### config.mk
export PLATFORM = sky130hd
export DESIGN_NAME = rf_wb_arbiter_flat
export DESIGN_NICKNAME = d
export VERILOG_FILES = /design/src/rtl/rf_wb_arbiter_pkg.sv /design/src/rtl/rf_wb_arbiter_if.sv /design/src/rtl/rf_wb_arbiter_wb_fifo.sv /design/src/rtl/rf_wb_arbiter.sv /design/src/flat_wrapper.sv
export SDC_FILE = /design/constraint.sdc
export NUM_CORES = 1
export LEC_CHECK = 0
export CORE_UTILIZATION = 34
export CTS_CLUSTER_SIZE = 40
export DETAILED_ROUTE_END_ITERATION = 12
export PLACE_DENSITY = 0.58
export SETUP_SLACK_MARGIN = 0.02
export SYNTH_ARGS = -nofsm -noshare
export SYNTH_HDL_FRONTEND = slang
export SYNTH_SLANG_ARGS = --single-unit
### constraint.sdc
create_clock -name cpu_clk -period 4 [get_ports cpu_clk]
set_input_delay 0.4 -clock cpu_clk [delete_from_list [all_inputs] [get_ports cpu_clk]]
set_output_delay 0.4 -clock cpu_clk [all_outputs]
set_load 0.005 [all_outputs]
### src/rtl/rf_wb_arbiter_pkg.sv
// Shared types and encodings for the register-file writeback arbiter.
package rf_wb_arbiter_pkg;

  localparam int unsigned REG_AW = 5;
  localparam int unsigned XLEN   = 32;

  typedef struct packed {
    logic [REG_AW-1:0] dst;
    logic [XLEN-1:0]   data;
  } wb_entry_t;

  typedef enum logic {
    SRC_EX  = 1'b0,
    SRC_LSU = 1'b1
  } src_e;

endpackage

### src/rtl/rf_wb_arbiter_if.sv
// Producer-side handshakes and RF write port of the writeback arbiter.
// pend_mask exists only when RF_WB_PENDING_EN is defined.
interface rf_wb_arbiter_if
  import rf_wb_arbiter_pkg::*;
#(
  parameter int unsigned AW = REG_AW,
  parameter int unsigned DW = XLEN
);
  logic          ex_valid;
  logic          ex_ready;
  logic [AW-1:0] ex_dst;
  logic [DW-1:0] ex_data;
  logic          lsu_valid;
  logic          lsu_ready;
  logic [AW-1:0] lsu_dst;
  logic [DW-1:0] lsu_data;
  logic          rf_we;
  logic [AW-1:0] rf_wR;
  logic [DW-1:0] rf_wD;
  logic          wb_idle;
`ifdef RF_WB_PENDING_EN
  logic [31:0]   pend_mask;

  modport master (
    output ex_valid, ex_dst, ex_data, lsu_valid, lsu_dst, lsu_data,
    input  ex_ready, lsu_ready, rf_we, rf_wR, rf_wD, wb_idle, pend_mask
  );
  modport slave (
    input  ex_valid, ex_dst, ex_data, lsu_valid, lsu_dst, lsu_data,
    output ex_ready, lsu_ready, rf_we, rf_wR, rf_wD, wb_idle, pend_mask
  );
`else
  modport master (
    output ex_valid, ex_dst, ex_data, lsu_valid, lsu_dst, lsu_data,
    input  ex_ready, lsu_ready, rf_we, rf_wR, rf_wD, wb_idle
  );
  modport slave (
    input  ex_valid, ex_dst, ex_data, lsu_valid, lsu_dst, lsu_data,
    output ex_ready, lsu_ready, rf_we, rf_wR, rf_wD, wb_idle
  );
`endif
endinterface

### src/rtl/rf_wb_arbiter_wb_fifo.sv
// Per-source result FIFO; pointers carry one extra wrap bit to tell full from empty.
module rf_wb_arbiter_wb_fifo #(
  parameter int unsigned DEPTH = 4,
  parameter int unsigned W     = 37
) (
  input  logic         clk_i,
  input  logic         rst_ni,
  input  logic         push_i,
  input  logic [W-1:0] wdata_i,
  input  logic         pop_i,
  output logic         full_o,
  output logic         empty_o,
  output logic [W-1:0] head_o
);
  localparam int unsigned AW_P = $clog2(DEPTH) + 1;
  localparam int unsigned IW   = AW_P - 1;

  logic [AW_P-1:0] wr_ptr_q, wr_ptr_d, rd_ptr_q, rd_ptr_d;
  logic [W-1:0]    mem_q [DEPTH];
  logic            do_push, do_pop;

  assign empty_o = (wr_ptr_q == rd_ptr_q);
  assign full_o  = (wr_ptr_q[IW-1:0] == rd_ptr_q[IW-1:0]) && (wr_ptr_q[IW] != rd_ptr_q[IW]);
  assign head_o  = mem_q[rd_ptr_q[IW-1:0]];

  // Gating on full/empty: no push-through when full, no pop of a same-cycle push.
  assign do_push = push_i & ~full_o;
  assign do_pop  = pop_i & ~empty_o;

  always_comb begin
    wr_ptr_d = wr_ptr_q + AW_P'(do_push);
    rd_ptr_d = rd_ptr_q + AW_P'(do_pop);
  end

  always_ff @(posedge clk_i or negedge rst_ni) begin
    if (!rst_ni) begin
      wr_ptr_q <= '0;
      rd_ptr_q <= '0;
    end else begin
      wr_ptr_q <= wr_ptr_d;
      rd_ptr_q <= rd_ptr_d;
    end
  end

  always_ff @(posedge clk_i) begin
    if (do_push) begin
      mem_q[wr_ptr_q[IW-1:0]] <= wdata_i;
    end
  end

endmodule

### src/rtl/rf_wb_arbiter.sv
// RF writeback arbiter: two result FIFOs, round-robin pop, registered RF write port.
// Optional RF_WB_PENDING_EN adds the pend_mask pending-write bitmap.
module rf_wb_arbiter
  import rf_wb_arbiter_pkg::*;
#(
  parameter int unsigned DEPTH = 4,
  parameter int unsigned AW    = REG_AW,
  parameter int unsigned DW    = XLEN
) (
  input  logic            cpu_clk,
  input  logic            cpu_rst_n,
  rf_wb_arbiter_if.slave  bus
);
  localparam int unsigned EW = AW + DW;

  logic          ex_push, ex_pop, ex_full, ex_empty;
  logic          lsu_push, lsu_pop, lsu_full, lsu_empty;
  logic [EW-1:0] ex_head, lsu_head, pop_entry;
  src_e          rr_last_q, rr_last_d;
  logic          rf_we_q, rf_we_d;
  logic [AW-1:0] rf_wr_q, rf_wr_d;
  logic [DW-1:0] rf_wd_q, rf_wd_d;

  assign bus.ex_ready  = ~ex_full;
  assign bus.lsu_ready = ~lsu_full;
  assign ex_push       = bus.ex_valid & ~ex_full;
  assign lsu_push      = bus.lsu_valid & ~lsu_full;

  rf_wb_arbiter_wb_fifo #(
    .DEPTH (DEPTH),
    .W     (EW)
  ) u_ex_fifo (
    .clk_i   (cpu_clk),
    .rst_ni  (cpu_rst_n),
    .push_i  (ex_push),
    .wdata_i ({bus.ex_dst, bus.ex_data}),
    .pop_i   (ex_pop),
    .full_o  (ex_full),
    .empty_o (ex_empty),
    .head_o  (ex_head)
  );

  rf_wb_arbiter_wb_fifo #(
    .DEPTH (DEPTH),
    .W     (EW)
  ) u_lsu_fifo (
    .clk_i   (cpu_clk),
    .rst_ni  (cpu_rst_n),
    .push_i  (lsu_push),
    .wdata_i ({bus.lsu_dst, bus.lsu_data}),
    .pop_i   (lsu_pop),
    .full_o  (lsu_full),
    .empty_o (lsu_empty),
    .head_o  (lsu_head)
  );

  // EX goes when it is the only source, or on a tie when LSU was granted last.
  always_comb begin
    ex_pop    = 1'b0;
    lsu_pop   = 1'b0;
    rr_last_d = rr_last_q;
    if (!ex_empty && (lsu_empty || rr_last_q == SRC_LSU)) begin
      ex_pop    = 1'b1;
      rr_last_d = SRC_EX;
    end else if (!lsu_empty) begin
      lsu_pop   = 1'b1;
      rr_last_d = SRC_LSU;
    end
    pop_entry = ex_pop ? ex_head : lsu_head;
    rf_we_d   = 1'b0;
    rf_wr_d   = rf_wr_q;
    rf_wd_d   = rf_wd_q;
    if (ex_pop || lsu_pop) begin
      rf_wr_d = pop_entry[EW-1:DW];
      rf_wd_d = pop_entry[DW-1:0];
      rf_we_d = (pop_entry[EW-1:DW] != '0);
    end
  end

  always_ff @(posedge cpu_clk or negedge cpu_rst_n) begin
    if (!cpu_rst_n) begin
      rr_last_q <= SRC_LSU;
      rf_we_q   <= 1'b0;
      rf_wr_q   <= '0;
      rf_wd_q   <= '0;
    end else begin
      rr_last_q <= rr_last_d;
      rf_we_q   <= rf_we_d;
      rf_wr_q   <= rf_wr_d;
      rf_wd_q   <= rf_wd_d;
    end
  end

  assign bus.rf_we   = rf_we_q;
  assign bus.rf_wR   = rf_wr_q;
  assign bus.rf_wD   = rf_wd_q;
  assign bus.wb_idle = ex_empty & lsu_empty & ~rf_we_q;

`ifdef RF_WB_PENDING_EN
  logic [31:0] pend_q, pend_d;

  // Clear for the write now on the port, then set for new pushes so a re-push wins.
  always_comb begin
    pend_d = pend_q;
    for (int unsigned i = 1; i < 32; i++) begin
      if (rf_we_q && rf_wr_q == AW'(i)) pend_d[i] = 1'b0;
      if (ex_push && bus.ex_dst == AW'(i)) pend_d[i] = 1'b1;
      if (lsu_push && bus.lsu_dst == AW'(i)) pend_d[i] = 1'b1;
    end
    pend_d[0] = 1'b0;
  end

  always_ff @(posedge cpu_clk or negedge cpu_rst_n) begin
    if (!cpu_rst_n) begin
      pend_q <= '0;
    end else begin
      pend_q <= pend_d;
    end
  end

  assign bus.pend_mask = pend_q;
`endif

endmodule

### src/flat_wrapper.sv
// flat-port wrapper written by rule: the top's interface ports become plain ports
module rf_wb_arbiter_flat import rf_wb_arbiter_pkg::*;
#(
  parameter int unsigned DEPTH = 4,
  parameter int unsigned AW    = REG_AW,
  parameter int unsigned DW    = XLEN
)
  (cpu_clk, cpu_rst_n, bus_ex_valid, bus_ex_dst, bus_ex_data, bus_lsu_valid, bus_lsu_dst, bus_lsu_data, bus_ex_ready, bus_lsu_ready, bus_rf_we, bus_rf_wR, bus_rf_wD, bus_wb_idle);
  rf_wb_arbiter_if #(.AW(AW), .DW(DW)) bus_i ();
  input  logic cpu_clk;
  input  logic cpu_rst_n;
  input wire logic [$bits(bus_i.ex_valid)-1:0] bus_ex_valid;
  input wire logic [$bits(bus_i.ex_dst)-1:0] bus_ex_dst;
  input wire logic [$bits(bus_i.ex_data)-1:0] bus_ex_data;
  input wire logic [$bits(bus_i.lsu_valid)-1:0] bus_lsu_valid;
  input wire logic [$bits(bus_i.lsu_dst)-1:0] bus_lsu_dst;
  input wire logic [$bits(bus_i.lsu_data)-1:0] bus_lsu_data;
  output wire logic [$bits(bus_i.ex_ready)-1:0] bus_ex_ready;
  output wire logic [$bits(bus_i.lsu_ready)-1:0] bus_lsu_ready;
  output wire logic [$bits(bus_i.rf_we)-1:0] bus_rf_we;
  output wire logic [$bits(bus_i.rf_wR)-1:0] bus_rf_wR;
  output wire logic [$bits(bus_i.rf_wD)-1:0] bus_rf_wD;
  output wire logic [$bits(bus_i.wb_idle)-1:0] bus_wb_idle;
  assign bus_i.ex_valid = bus_ex_valid;
  assign bus_i.ex_dst = bus_ex_dst;
  assign bus_i.ex_data = bus_ex_data;
  assign bus_i.lsu_valid = bus_lsu_valid;
  assign bus_i.lsu_dst = bus_lsu_dst;
  assign bus_i.lsu_data = bus_lsu_data;
  assign bus_ex_ready = bus_i.ex_ready;
  assign bus_lsu_ready = bus_i.lsu_ready;
  assign bus_rf_we = bus_i.rf_we;
  assign bus_rf_wR = bus_i.rf_wR;
  assign bus_rf_wD = bus_i.rf_wD;
  assign bus_wb_idle = bus_i.wb_idle;
  rf_wb_arbiter #(.DEPTH(DEPTH), .AW(AW), .DW(DW)) u_core (.cpu_clk(cpu_clk), .cpu_rst_n(cpu_rst_n), .bus(bus_i));
endmodule
==> results of run 1 <==
[layout by cell type, fill, tap and decap left out, types with 5 or more instances in the layout]
cell type,netlist,layout
buf_4,12,21
mux2i_1,41,41
clkbuf_16,0,37
inv_1,5,5
ha_1,8,8
clkdlybuf4s50_1,0,117
o21ai_1,34,34
mux4_2,74,74
nand2_1,38,38
dfrtp_1,50,46
clkbuf_1,1,6
xor2_1,8,8
clkinv_1,0,6
edfxtp_1,296,296
clkbuf_8,0,7
[worst max-delay path, delay by kind of cell (launching register included)]
family / cells / cell delay (ns)
and+or+nand+nor: 3 / 0.71
buffers and inverters: 1 / 0.51
DFF: 1 / 0.47
xor gates and xnor gates: 1 / 0.18
[registers in the layout, summed over array words and instances, names as in the netlist]
name	cells
u_core.bus.rf_wD	32
u_core.bus.rf_wR	5
u_core.bus.rf_we	1
u_core.rr_last_q	1
u_core.u_ex_fifo.mem_q	148
u_core.u_ex_fifo.rd_ptr_q	3
u_core.u_ex_fifo.wr_ptr_q	3
u_core.u_lsu_fifo.mem_q	148
u_core.u_lsu_fifo.rd_ptr_q	3
u_core.u_lsu_fifo.wr_ptr_q	3
[metrics by stage]
step / std cells / worst slack, ns / power [µW] / area (µm²) / util, %
3_5_place_dp: 1228 / 1.48 / 9700 / 14900 / 39.6
4_1_cts: 1294 / 1.20 / 13200 / 16200 / 42.8
5_1_grt: 1294 / 1.05 / 13600 / 16200 / 42.8
6_report: 1294 / 1.23 / 12900 / 16200 / 42.8
3_3_place_gp: 1228 / 1.48 / 9600 / 14900 / 39.6
2_1_floorplan: 606 / -0.123 / 8170 / 13100 / -
[final cells by class]
type                            instances  area (µm²)  area share, %
Clock buffer                           50        1040           6.46
Clock inverter                         16         186           1.15
Inverter                                6        22.5          0.139
Multi-Input combinational cell        225        2770           17.1
Sequential cell                       347       10200           62.9
Tap cell                              511         639           3.95
Timing Repair Buffer                  139        1330           8.25
[metal layers]
metal	up-vias	part of all wire, %
li1	2748	-
met4	4	1.5
met2	144	48
met3	37	5.1
met1	3196	45
met5	-	0.11
[path summary, 6_finish.rpt]
path / cells after the start / startpoint / slack [ns] / endpoint
setup / recovery: 5 / u_core.u_lsu_fifo.rd_ptr_q[0]$_DFF_PN0_ / 1.23 / bus_wb_idle
hold / removal: 1 / cpu_rst_n / 0.007 / u_core.bus.rf_wD[30]$_DFFE_PN0P_
setup reg to reg: 7 / u_core.u_ex_fifo.wr_ptr_q[1]$_DFF_PN0_ / 1.59 / u_core.u_ex_fifo.mem_q[1][33]$_DFFE_PP_
hold reg to reg: 2 / u_core.bus.rf_wD[2]$_DFFE_PN0P_ / 0.48 / u_core.bus.rf_wD[2]$_DFFE_PN0P_
max in group asynchronous: 2 / cpu_rst_n / 3.06 / u_core.rr_last_q$_DFFE_PN1P_
min in group cpu_clk: 2 / u_core.bus.rf_wD[2]$_DFFE_PN0P_ / 0.48 / u_core.bus.rf_wD[2]$_DFFE_PN0P_
[logic make-up after synthesis]
family	Yosys count	synth area share [%]
AO/OA/AOI/OAI	36	1.49
XOR/XNOR	10	0.669
adder cells (fa/ha/maj)	8	0.765
buffers and inverters	34	1.60
flip-flops	347	77.7
multiplexers	116	16.0
AND/OR/NAND/NOR	55	1.84
[report_power, final]
part	switching, µW	leakage (µW)	total, µW	internal, µW
Combinational	2120	0.00155	4100	1980
Sequential	358	0.00330	5380	5020
Clock	1340	0.000600	3430	2090
[synthesized netlist by cell type]
library cell and number:
nand3b_1 1, ha_1 8, o21ai_2 1, nand2_1 38, a41oi_2 1, mux2_4 1
nor2b_1 2, buf_1 3, dfrtp_1 50, edfxtp_1 296, clkbuf_1 1, xnor2_1 2
inv_2 1, inv_1 5, buf_6 1, buf_4 12, buf_12 1, nor2_1 5
nor3_2 1, nor3_1 2, nor3b_1 3, nand3_1 1, mux4_2 74, mux2i_1 41
o21ai_1 34, xor2_1 8, dfstp_2 1, and3_1 2, buf_2 10
==> results.cfg, run 1 <==
[routing]
dr_total_vias = 6129
drt_wl_total_um = 27600
viasPerCell = 4.74
initialDrtViolationCount = 384
drc = 0
routedWlPerCell_um = 21.4
firstDrtPassIters = 4
ant_nets = 0

[yosys]
netlist_instances = 606
ys_seq_area_share_pct = 77.7
yosysUniqueCellTypes = 29
ys_ff_latch = 347
synth_area_per_cell_um2 = 21.6
synth_top_cell_by_area = edfxtp_1
ys_warn_count = 0
synth_area_um2 = 13100
synth_top_area_share_pct = 67.9
synth.area.top_cells = edfxtp_1 (68%), mux4_2 (13%), dfrtp_1 (9.6%)
syn_nets = 692

[timing]
fmax_mhz = 361
setup_tns_ns = 0
setup_violations = 0
slew_headroom_pct = 42.2
worst_slew_pin_slew_ns = 0.867
period_needed_ns = 2.77
skew_ns = 0.0155
fin_crit_sh_pct = 69.3
rsz0062_at_grt = false
hold_viol_final = 0
hold_slack_ns = 0.00672
slew_violations = 0

[grt]
grt.busiest_layer = met2
antenna_found_initial = 2
use_met2_pct = 23.3
grt_pass1_vias = 6656
grt_max_degree = 73
met3_usage_pct = 2.93
grt-ovfl-total = 0
grt_use_total_pct = 14.6
met1_usage_pct = 20.5
grt_pass1_wl_um = 41900

[worst_hold_path]
hp-class = input port to async pin

[clock_tree]
tritoncts = done
numCtsBuffers = 36
root_buffer = clkbuf_16
post_cts_buffers = 0
cts.sinks = 347
path_clk_slew_ns = 0.06
clock_path_buffers = 3
post_cts_resized = 0
clk_latency_ns = 0.51
cts.htree.levels = 2
cts_hold_buf = 0

[power_and_ir_drop]
ir_drop_v = 0.000431
power_density_nw_per_um2 = 798
power.leakage_uw = 0.00545

[floorplanning]
design.die.area_um2 = 39300
fp.dieW_um = 198
rows = 71
initial_utilization_pct = 34.7
die_y_um = 198
pin_count = 119
core_region_area_um2 = 37800

[finish]
num-nets-final = 841
area.growth.synth_to_final_pct = 23.6
nFillCells = 3307
diodes = 0
drive_above_1_share_pct = 21.6

[critical_path]
cpPeakStageDelay_ns = 0.51
slowest_stage = clkdlybuf4s50_1
cp-start-kind = register
cp-end-kind = output pin
crit_chain = xor2_1 -> nor3_2 -> nor2b_4 -> nor2b_1 -> clkdlybuf4s50_1
crit_path_max_fanout = 4
cp_data_required_time_ns = 3.60
critPathKind = register to output pin
critPathArrivalTime_ns = 2.37

[placement]
port_buffers = 118
dp_hpwl_um = 16800
gp_congestion = 0.719

[job]
cap_viol_max_count = 0

[run_status]
status = finished clean
No activity file was read; power rests on OpenSTA's default activity.
==> run 2, diff against run 1 <==
PLACE_DENSITY = 0.56   (was 0.58)
clock period = 2.75 ns   (was 4 ns; I/O delays follow)
==> results.cfg, run 2 (synthesized netlist as in run 1, its figures left out) <==
[power_and_ir_drop]
power_uw = 19100
power.leakage_uw = 0.00551
ir_drop_v = 0.000668
power_density_nw_per_um2 = 1170

[grt]
grt_max_degree = 73
grt-ovfl-total = 0
grt_use_total_pct = 15.1
antenna_found_initial = 1
grt_pass1_vias = 6750
grt_pass1_wl_um = 42800

[routing]
viasPerCell = 4.76
firstDrtPassIters = 4
initialDrtViolationCount = 375
routedWlPerCell_um = 22.1
drt_wl_total_um = 28900
dr_total_vias = 6229
ant_nets = 0
drc = 0

[clock_tree]
path_clk_slew_ns = 0.06
cts.htree.levels = 2
clk_latency_ns = 0.52
cts.sinks = 347
numCtsBuffers = 39
clock_path_buffers = 3
root_buffer = clkbuf_16
tritoncts = done

[timing]
slew_violations = 0
fin_crit_sh_pct = 93.5
hold_viol_final = 0
slew_headroom_pct = 42.2
rsz0062_at_grt = false
setup_violations = 0
worst_slew_pin_slew_ns = 0.867
setup_slack_ns = 0.180
period_needed_ns = 2.57
skew_ns = 0.0145
fmax_mhz = 389

[finish]
fin_cells = 1308
drive_above_1_share_pct = 22.1
nFillCells = 3348
num-nets-final = 852
post-route-util_pct = 43.3
mostFrequentLayoutCell = edfxtp_1
layout_common_cells = edfxtp_1 (296), clkdlybuf4s50_1 (117), mux4_2 (74), dfrtp_1 (45), mux2i_1 (41)
diodes = 0
area.growth.synth_to_final_pct = 24.9

[job]
cap_viol_max_count = 0

[critical_path]
slowest_stage = dfrtp_1
critPathKind = register to output pin
critPathArrivalTime_ns = 2.29
crit_chain = xnor2_2 -> nand3b_1 -> nor2b_4 -> nor2b_1 -> clkdlybuf4s50_1
cp_data_required_time_ns = 2.48
reg2reg_depth = 4
cpPeakStageDelay_ns = 0.55
crit_start = u_core.u_ex_fifo.wr_ptr_q[1]$_DFF_PN0_
cp-end-kind = output pin
cp-start-kind = register
timing.rr.start = u_core.u_ex_fifo.rd_ptr_q[0]$_DFF_PN0_
crit_path_max_fanout = 6

[floorplanning]
rows = 71
design.die.area_um2 = 39300
core_region_area_um2 = 37800
fp.dieW_um = 198
initial_utilization_pct = 34.7
pin_count = 119
die_y_um = 198

[run_status]
status = finished clean

[worst_hold_path]
hp-class = input port to async pin

[placement]
placed_cells = 1233
port_buffers = 118
gp_congestion = 0.687
post-place-ws_ns = 0.374
dp_hpwl_um = 17600
[run 2: cell count changes in the layout (fill, tap and decap cells not counted), moves of 3 or more]
cell       change
clkinv_1       -3
clkbuf_1      +11
clkbuf_16      +3
buf_12         +6
clkbuf_8       -4
[run 2: metrics by stage]
step / cell area [µm²] / hold slack (ns) / setup TNS, ns
after detailed placement: 15100 / 0.405 / 0
after global routing: 16300 / 0.377 / 0
after CTS: 16300 / 0.367 / 0
after global placement: 15100 / 0.415 / 0
after floorplan: 13100 / -0.0206 / -13.92
final: 16300 / 0.394 / 0
[run 2: routing by layer]
metal	part of all wire, %	track usage, %	up-vias
met2	49	25.1	173
li1	-	-	2772
met3	5.6	2.96	41
met1	44	20.5	3241
met4	1.5	3.70	2
met5	0.059	0	-
[run 2: final timing paths]
check | slack, ns | end
max in group asynchronous | 1.60 | u_core.bus.rf_wD[20]$_DFFE_PN0P_
min in group cpu_clk | 0.39 | u_core.u_lsu_fifo.mem_q[0][14]$_DFFE_PP_
setup / recovery | 0.18 | bus_wb_idle
hold / removal | 0.39 | u_core.bus.rf_wD[25]$_DFFE_PN0P_
setup reg to reg | 0.44 | u_core.bus.rf_we$_DFF_PN0_
hold reg to reg | 0.48 | u_core.bus.rf_wR[1]$_DFFE_PN0P_
[run 2: worst max-delay path: cells and delay by family, from the launching register on]
kind	cells	cell delay, ns
xor+xnor	1	0.16
buf+inv	1	0.53
flops	1	0.55
simple gates	3	0.54
[run 2: timing repair]
action | CTS | global route
pin swaps | 1 | 0
endpoints found under the hold margin | 28 | 0
endpoints found under the setup margin | 1 | 1
setup buffers | 1 | 1
hold buffers | 1 | 0
resized for setup | 0 | 2
[run 2: layout make-up]
| type | instances | area (µm²) | share of cell area [%] |
|---|---|---|---|
| Multi-Input combinational cell | 225 | 2810 | 17.2 |
| Sequential cell | 347 | 10200 | 62.2 |
| Timing Repair Buffer | 147 | 1470 | 9.00 |
| Tap cell | 511 | 639 | 3.91 |
| Inverter | 6 | 22.5 | 0.138 |
| Clock inverter | 12 | 128 | 0.781 |
| Clock buffer | 60 | 1110 | 6.77 |
[run 2: power by group]
group          leakage [µW]  internal, µW  switching (µW)
logic               0.00162          3050            3230
registers           0.00330          7300             520
clock network      0.000595          2970            1990
total               0.00551         13300            5740
==> run 3, diff against run 2 <==
HOLD_SLACK_MARGIN = 0.08   (was not set)
==> results of run 3 <==
The final DEF is identical to that of run 2; final timing and power are the same.
